## config.mk

```make
export PLATFORM = sky130hd
export DESIGN_NAME = mux4_rr_arbiter
export DESIGN_NICKNAME = d
export VERILOG_FILES = /design/src/rtl/mux4_rr_arbiter.sv
export SDC_FILE = /design/constraint.sdc
export NUM_CORES = 1
export LEC_CHECK = 0
export CELL_PAD_IN_SITES_DETAIL_PLACEMENT = 1
export CELL_PAD_IN_SITES_GLOBAL_PLACEMENT = 1
export CORE_MARGIN = 2
export CORE_UTILIZATION = 22
export DETAILED_ROUTE_END_ITERATION = 10
export PLACE_DENSITY = 0.87
export SETUP_SLACK_MARGIN = 0.3
export SYNTH_ARGS = -nofsm -noshare
export SYNTH_HDL_FRONTEND = slang
export SYNTH_SLANG_ARGS = --single-unit
```

## constraint.sdc

```tcl
create_clock -name clk -period 2.2 [get_ports clk]
set_input_delay 0.33 -clock clk [delete_from_list [all_inputs] [get_ports clk]]
set_output_delay 0.33 -clock clk [all_outputs]
set_load 0.03 [all_outputs]
```

## src/rtl/mux4_rr_arbiter.sv

```systemverilog
// mux4_rr_arbiter
// Round-robin arbiter in front of a shared 4-way select path. One requester
// wins per transfer. Its word is registered into a single-entry output buffer
// that has a valid/ready handshake toward the consumer. No combinational path
// runs from the consumer back into the data of the producers. The only
// combinational feedback is out_ready gating gnt.
//
// Ports
//   clk        rising-edge clock
//   rst_n      asynchronous active-low reset
//   req[3:0]   request per requester (bit 0 = in1 ... bit 3 = in4)
//   in1..in4   requester data words, WIDTH bits each
//   gnt[3:0]   one-hot accept; the granted word is captured at this edge
//   sel[1:0]   mux code of the last accepted word (00=in1 ... 11=in4)
//   out_data   registered selected word
//   out_valid  out_data holds an unconsumed word
//   out_ready  consumer takes out_data this cycle
module mux4_rr_arbiter #(
    parameter int WIDTH = 32
) (
    input  logic             clk,
    input  logic             rst_n,
    input  logic [3:0]       req,
    input  logic [WIDTH-1:0] in1,
    input  logic [WIDTH-1:0] in2,
    input  logic [WIDTH-1:0] in3,
    input  logic [WIDTH-1:0] in4,
    output logic [3:0]       gnt,
    output logic [1:0]       sel,
    output logic [WIDTH-1:0] out_data,
    output logic             out_valid,
    input  logic             out_ready
);

    typedef enum logic {
        EMPTY = 1'b0,
        FULL  = 1'b1
    } buf_state_t;

    buf_state_t       state_p1;
    buf_state_t       state_nxt;
    logic [1:0]       ptr_p1;
    logic [1:0]       sel_p1;
    logic [WIDTH-1:0] data_p1;
    logic             vld_p1;

    logic [1:0]       win_p0;
    logic             load_p0;
    logic [WIDTH-1:0] word_p0;

    // Search starts at the pointer and walks upward modulo 4. The first set
    // request wins. The result is only meaningful when |r is true.
    function automatic logic [1:0] rr_pick(input logic [3:0] r, input logic [1:0] p);
        logic [1:0] idx;
        logic       found;
        rr_pick = p;
        found   = 1'b0;
        for (int k = 0; k < 4; k++) begin
            idx = p + 2'(k);
            if (!found && r[idx]) begin
                rr_pick = idx;
                found   = 1'b1;
            end
        end
    endfunction

    // ---- stage p0: arbitration and select (combinational) ----
    assign vld_p1  = (state_p1 == FULL);
    assign load_p0 = (|req) && (!vld_p1 || out_ready);
    assign win_p0  = rr_pick(req, ptr_p1);

    always_comb begin
        word_p0 = in1;
        case (win_p0)
            2'd0:    word_p0 = in1;
            2'd1:    word_p0 = in2;
            2'd2:    word_p0 = in3;
            default: word_p0 = in4;
        endcase
    end

    // While reset is held, gnt is masked. Without the mask, req with an empty
    // buffer would still compute a load.
    always_comb begin
        gnt = 4'b0000;
        if (rst_n && load_p0) begin
            gnt[win_p0] = 1'b1;
        end
    end

    // A refill takes priority over a drain, so the buffer stays FULL when a
    // word is consumed and replaced on the same edge.
    always_comb begin
        state_nxt = state_p1;
        if (load_p0) begin
            state_nxt = FULL;
        end else if (vld_p1 && out_ready) begin
            state_nxt = EMPTY;
        end
    end

    // ---- stage p1: output buffer registers ----
    always_ff @(posedge clk or negedge rst_n) begin
        if (!rst_n) begin
            state_p1 <= EMPTY;
            ptr_p1   <= 2'd0;
            sel_p1   <= 2'd0;
            data_p1  <= '0;
        end else begin
            state_p1 <= state_nxt;
            if (load_p0) begin
                data_p1 <= word_p0;
                sel_p1  <= win_p0;
                ptr_p1  <= win_p0 + 2'd1;
            end
        end
    end

    assign out_valid = vld_p1;
    assign out_data  = data_p1;
    assign sel       = sel_p1;

endmodule

```

==> results.md, run 1 <==
* Worst rel slew slack at 0.7102
* Drt via density at 4.969
* Reg2reg start: ptr_p1[1]
* Outcome: complete, but fails checks
* Clock Skews at 0.004998 ns
* DR iter-0 viols at between 200 and 250
* Most common cell after layout, fill and taps aside: clkdlybuf4s50_1
* Syn Inst Count at between 200 and 250
* Critical Path AT at 2.01 ns
* Routed length per instance at 19.32 um
* Fin crit share at 1.062
* Core Area at 0.01075 mm^2
* FP Rows at 38
* Detailed Routing Iterations Pass 1 at 6
* Register-to-register path setup slack at -0.13 ns
* Initial antenna violation count at 0
* # diodes at 0
* Final wirelength at 10760 um
* Pwr dens at about 1100 mW/mm^2
* Fin area at approximately 0.0047 mm^2
* Synthesis-stage register bit count at 37
* Layout area overhead at 96.99%
* Final Hold Viols at 0
* Clock buffer count from CTS at 5
* Die H at between 100 and 150 um
* Final setup fails at 36
* Setup crit start kind: register
* Die width at 108.7 um
* Share of cells above drive strength 1 at 0.2302
* All-Layer GR Usage at 0.1722
* NumNets Final at 556
* Max clock buf depth at 2
* Worst hold path type: input pin to async pin
* Fmax at around 0.43 GHz
* Die area at approximately 0.012 mm^2
* Starting Density at 0.2244
* Min cycle time layout at 2.337 ns
* Placed Cells at 539
* Synth Warn # at 0
* Post-route insts no fill at 557
* Multi-input logic area at 0.001449 mm^2
* Critical path class: register to primary output
* Pin count of the biggest net entering global routing at 32
* Crit. End Element: primary output
* Syn_nets at around 370
* Mean Syn Cell Area at 10.72 um^2
* Worst Tran Pin Value at 0.4347 ns
* First-pass GRT wire length at about 16000 um
* Seq/Total Area, Yosys at 0.3840
* Mapped cell area at 0.002411 mm^2
* CP Max Fanout at 6
* CTS Sinks at 37
* Crit path launch: ptr_p1[1]
* CTS tree: yes
* RSZ-0062 raised after global routing: true
* Skew-Pair Late Insertion Delay at 0.29 ns
* # fillers at 1198
* Overflow after GRT at 0
* Final core utilization at 0.4420
* DP HPWL at 7916 um
* Commonest cells after routing, fill and taps aside: 164 x clkdlybuf4s50_1, 36 x dfrtp_1, 33 x mux2_4
* Placer Congestion at a little over 0.8
* Sequential Area at 927.1 um^2
* Vias in the first global route at ~3k
* IO Port Bufs at 173
* Max VDD drop at 0.5614 mV
* Root buf cell: clkbuf_8
* Final Power at around 5.4 mW
* Ports at 174
* Synth cell types at 25
* Final WS setup at -0.1375 ns
* DR vias at 2768
* # DRC at 0
* WP data required at 1.87 ns
* # H-tree levels at 2
* DP Area at approximately 0.0045 mm^2
* Leak at 1.962 nW
* MaxCap Viol Count at 0
* Failing checks: setup timing
* Final Slew Violations at 0
* Reg clk slew, reported paths at 0.08 ns
* Detail Route Antenna Nets at 0
[where the power goes]
group / switching (mW) / internal, mW / total [mW]
combinational: 1.76 / 1.93 / 3.69
clock: 0.264 / 0.220 / 0.484
sequential: 0.202 / 0.987 / 1.19
[worst max-delay path, cell delays in order, from the launching register on]
cell	delay [ns]
dfrtp_2	0.45
a2111o_1	0.48
and2_4	0.19
ha_4	0.19
buf_6	0.13
and3_4	0.15
buf_6	0.13
[synth_stat cells (all sizes together)]
cell | n | area share
a21boi | 2 | 0.0062
nand2 | 33 | 0.051
mux2 | 33 | 0.21
a41oi | 1 | 0.0036
a41o | 1 | 0.0042
nand2b | 2 | 0.0052
o21bai | 2 | 0.0062
a21oi | 2 | 0.0042
ha | 5 | 0.026
nand3 | 1 | 0.0021
a222oi | 32 | 0.13
clkbuf | 18 | 0.028
nor3 | 1 | 0.0021
dfrtp | 37 | 0.38
a31oi | 1 | 0.0026
a2111o | 1 | 0.0047
or4 | 1 | 0.0047
and2 | 2 | 0.0062
o21ai | 34 | 0.071
buf | 6 | 0.025
and3 | 5 | 0.013
nor2b | 4 | 0.010
nor2 | 1 | 0.0016
[sequential cells by signal, summed over array words and instances (netlist names)]
signal     flops
out_valid      1
ptr_p1         2
sel            2
out_data      32
[routing by layer]
layer	routed length, um	GRT usage
met1	4271	0.1993
met2	5418	0.3183
met3	913	0.04543
met4	157	0.03480
met5	0	0
[area by class of cell]
cell class                 count  share of cell area
timing repair buffer         208              0.4455
tap                          140             0.03688
multi-input combinational    164              0.3051
clock inverter                 2            0.002107
clock buffer                   6             0.01528
sequential                    37              0.1952
[stage by stage]
step                      setup TNS [ns]  setup slack (ns)  hold slack (ns)
final                             -1.944           -0.1375           0.2177
after floorplan                        0           0.04641          0.03441
after global routing              -4.537           -0.1996           0.2398
after CTS                         -3.020           -0.1604           0.2315
after global placement            -16.72           -0.5167           0.2192
after detailed placement          -20.18           -0.6422           0.2193
[cell families (layout without fill, tap and decap cells)]
logic type	count (synthesis)	count (layout)	synth area share
simple gates	50	50	0.09652
fa+ha+maj	5	5	0.02595
compound gates	76	76	0.2351
mux	33	33	0.2055
buf+inv	24	216	0.05293
flops	37	37	0.3840
[path summary, 6_finish.rpt]
check / endpoint / depth (start not counted)
max in group asynchronous: ptr_p1[1] / 2
max: gnt[0] / 6
min reg2reg: out_data[7] / 1
min: out_data[2] / 2
max reg2reg: out_data[22] / 7
min in group clk: out_data[7] / 1
[what timing repair did]
action / CTS / global route
cloned: 0 / 2
resized for setup: 22 / 9
pin swaps: 18 / 27
buffers inserted: 4 / 3
setup endpoints to repair: 37 / 37
hold endpoints to repair: 6 / 0
hold buffers: 1 / 0
Power figures use the tool's default switching activity.
==> inputs of run 2 (changes only) <==
--- a/config.mk
+++ b/config.mk
@@ -5,8 +5,10 @@
 export SDC_FILE = /design/constraint.sdc
 export NUM_CORES = 1
 export LEC_CHECK = 0
+export ABC_CLOCK_PERIOD_IN_PS = 2200
 export CELL_PAD_IN_SITES_DETAIL_PLACEMENT = 1
 export CELL_PAD_IN_SITES_GLOBAL_PLACEMENT = 1
+export CORE_ASPECT_RATIO = 1.75
 export CORE_MARGIN = 2
 export CORE_UTILIZATION = 22
 export DETAILED_ROUTE_END_ITERATION = 10
==> run 2 against run 1 <==
Against the previous run: the run still ends with setup timing left; total power increased by 10%; die area increased by 0.28%; clock power increased by 77%; sequential power about the same; highest routed layer unchanged; routed wire length increased by 4.0%; worst hold slack got worse by 0.21 ns; first-iteration DRC count decreased by 13%; global-route usage increased by 1.1 points; clock skew about the same; non-clock buffer count increased by 13.
==> results.md, run 2 (synthesis results as in run 1) <==
* Die area at 0.01185 mm^2
* Detailed Routing Iterations Pass 1 at 7
* Worst hold path type: input pin to async pin
* Hold_ws at 0.01177 ns
* Drt via density at about 5
* Max reg flops at 32
* Final Power at ~6 mW
* DR vias at roughly 2.8k
* Worst Tran Pin Value at 0.5054 ns
* Fin crit share at 1.075
* Setup crit start kind: register
* Final Hold Viols at 0
* Final Slew Violations at 0
* Failing checks: setup timing
* Ports at 174
* First-pass GRT wire length at 17020 um
* Overflow after GRT at 0
* Fmax at 0.4227 GHz
* Starting Density at 0.2254
* Critical path class: register to register
* Final wirelength at 11190 um
* Max VDD drop at 0.4842 mV
* Commonest cells after routing, fill and taps aside: 164 x clkdlybuf4s50_1, 37 x buf_4, 36 x dfrtp_1
* Worst rel slew slack at 0.6631
* DP Area at 0.004466 mm^2
* Die H at roughly 140 um
* All-Layer GR Usage at 0.1833
* Detail Route Antenna Nets at 0
* NumNets Final at 569
* DR iter-0 viols at 212
* Leak at 2.065 nW
* Fin area at between 0.004 and 0.005 mm^2
* Share of cells above drive strength 1 at 0.2744
* Routed length per instance at 19.97 um
* Register-to-register path setup slack at -0.17 ns
* WP data required at 2.37 ns
* DP HPWL at about 8000 um
* # H-tree levels at 2
* Clock Skews at 0.004728 ns
* Final setup fails at 34
* Most common cell after layout, fill and taps aside: clkdlybuf4s50_1
* IO Port Bufs at 173
* Min cycle time layout at approximately 2.4 ns
* Crit. End Element: register
* RSZ-0062 raised after global routing: true
* CTS Sinks at 37
* Final WS setup at -0.1657 ns
* Max clock buf depth at 2
* Die width at 83.14 um
* Outcome: complete, but fails checks
* # diodes at 0
* Pwr dens at 1196 mW/mm^2
* MaxCap Viol Count at 0
* Reg clk slew, reported paths at 0.06 ns
* Pin count of the biggest net entering global routing at between 40 and 50
* CP Max Fanout at 7
* CTS tree: yes
* Clock buffer count from CTS at 5
* # fillers at around 1.2k
* FP Rows at 50
* Vias in the first global route at ~3.2k
* Core Area at ~0.011 mm^2
* Critical Path AT at 2.53 ns
* Initial antenna violation count at 0
* Layout area overhead at 105.5%
* Root buf cell: clkbuf_16
* Skew-Pair Late Insertion Delay at 0.28 ns
* Placer Congestion at between 0.8 and 0.9
* # DRC at 0
[run 2: changes by cell type in the layout (fill, tap and decap cells not counted), moves of 2 or more]
cell       delta
clkinv_2      -2
clkbuf_16     +4
buf_6         -5
clkbuf_8      -4
buf_4        +18
o21bai_1      -2
o21bai_2      +2
[run 2: per-stage QoR]
| step | worst slack [ns] | utilization | instances | TNS [ns] |
|---|---|---|---|---|
| floorplan | 0.04641 | - | 225 | 0 |
| global placement | -0.5164 | 0.4174 | 530 | -15.69 |
| detailed placement | -0.6267 | 0.4174 | 530 | -19.83 |
| CTS | -0.1119 | 0.4596 | 557 | -1.115 |
| global route | -0.2090 | 0.4632 | 560 | -4.802 |
| finish | -0.1657 | 0.4632 | 560 | -2.305 |
[run 2: repair_timing]
action / CTS / global route
gates resized for setup: 36 / 4
hold buffers: 0 / 0
gates cloned: 1 / 0
setup buffers: 18 / 3
endpoints found under the setup margin: 39 / 37
pin swaps: 27 / 6
[run 2: layer usage]
layer	track usage	vias to the layer above	part of all wire
li1	-	1288	-
met1	0.1865	1395	0.36
met2	0.3621	129	0.56
met3	0.03712	20	0.051
met4	0.06644	0	0.026
met5	0	-	0
[run 2: final timing paths]
path / start / endpoint / cells after the start
setup / recovery: ptr_p1[1] / out_data[21] / 9
hold / removal: rst_n / out_data[3] / 1
setup reg to reg: ptr_p1[1] / out_data[21] / 9
hold reg to reg: out_data[11] / out_data[11] / 1
max in group asynchronous: rst_n / out_data[12] / 2
min in group clk: out_data[11] / out_data[11] / 1
[run 2: worst max-delay path, cell delays in order, from the launching register on]
cell,delay [ns]
dfrtp_2,0.47
a21boi_2,0.10
o21bai_2,0.18
buf_4,0.16
nand3_4,0.10
ha_4,0.21
bufbuf_16,0.27
a222oi_1,0.38
o21ai_1,0.11
mux2_4,0.26
[run 2: final cells by class]
type                            count  area (um^2)  area share
Sequential cell                    37        927.1      0.1871
Timing Repair Buffer              221         2210      0.4460
Multi-Input combinational cell    164         1479      0.2985
Clock inverter                      2        37.54    0.007576
Clock buffer                        6        138.9     0.02803
Tap cell                          130        162.7     0.03283
[run 2: power by group]
part           total (mW)  switching [mW]  internal [mW]
Sequential           1.20           0.214          0.990
Clock               0.856           0.291          0.566
Combinational        3.87            1.81           2.06
Total                5.93            2.32           3.61
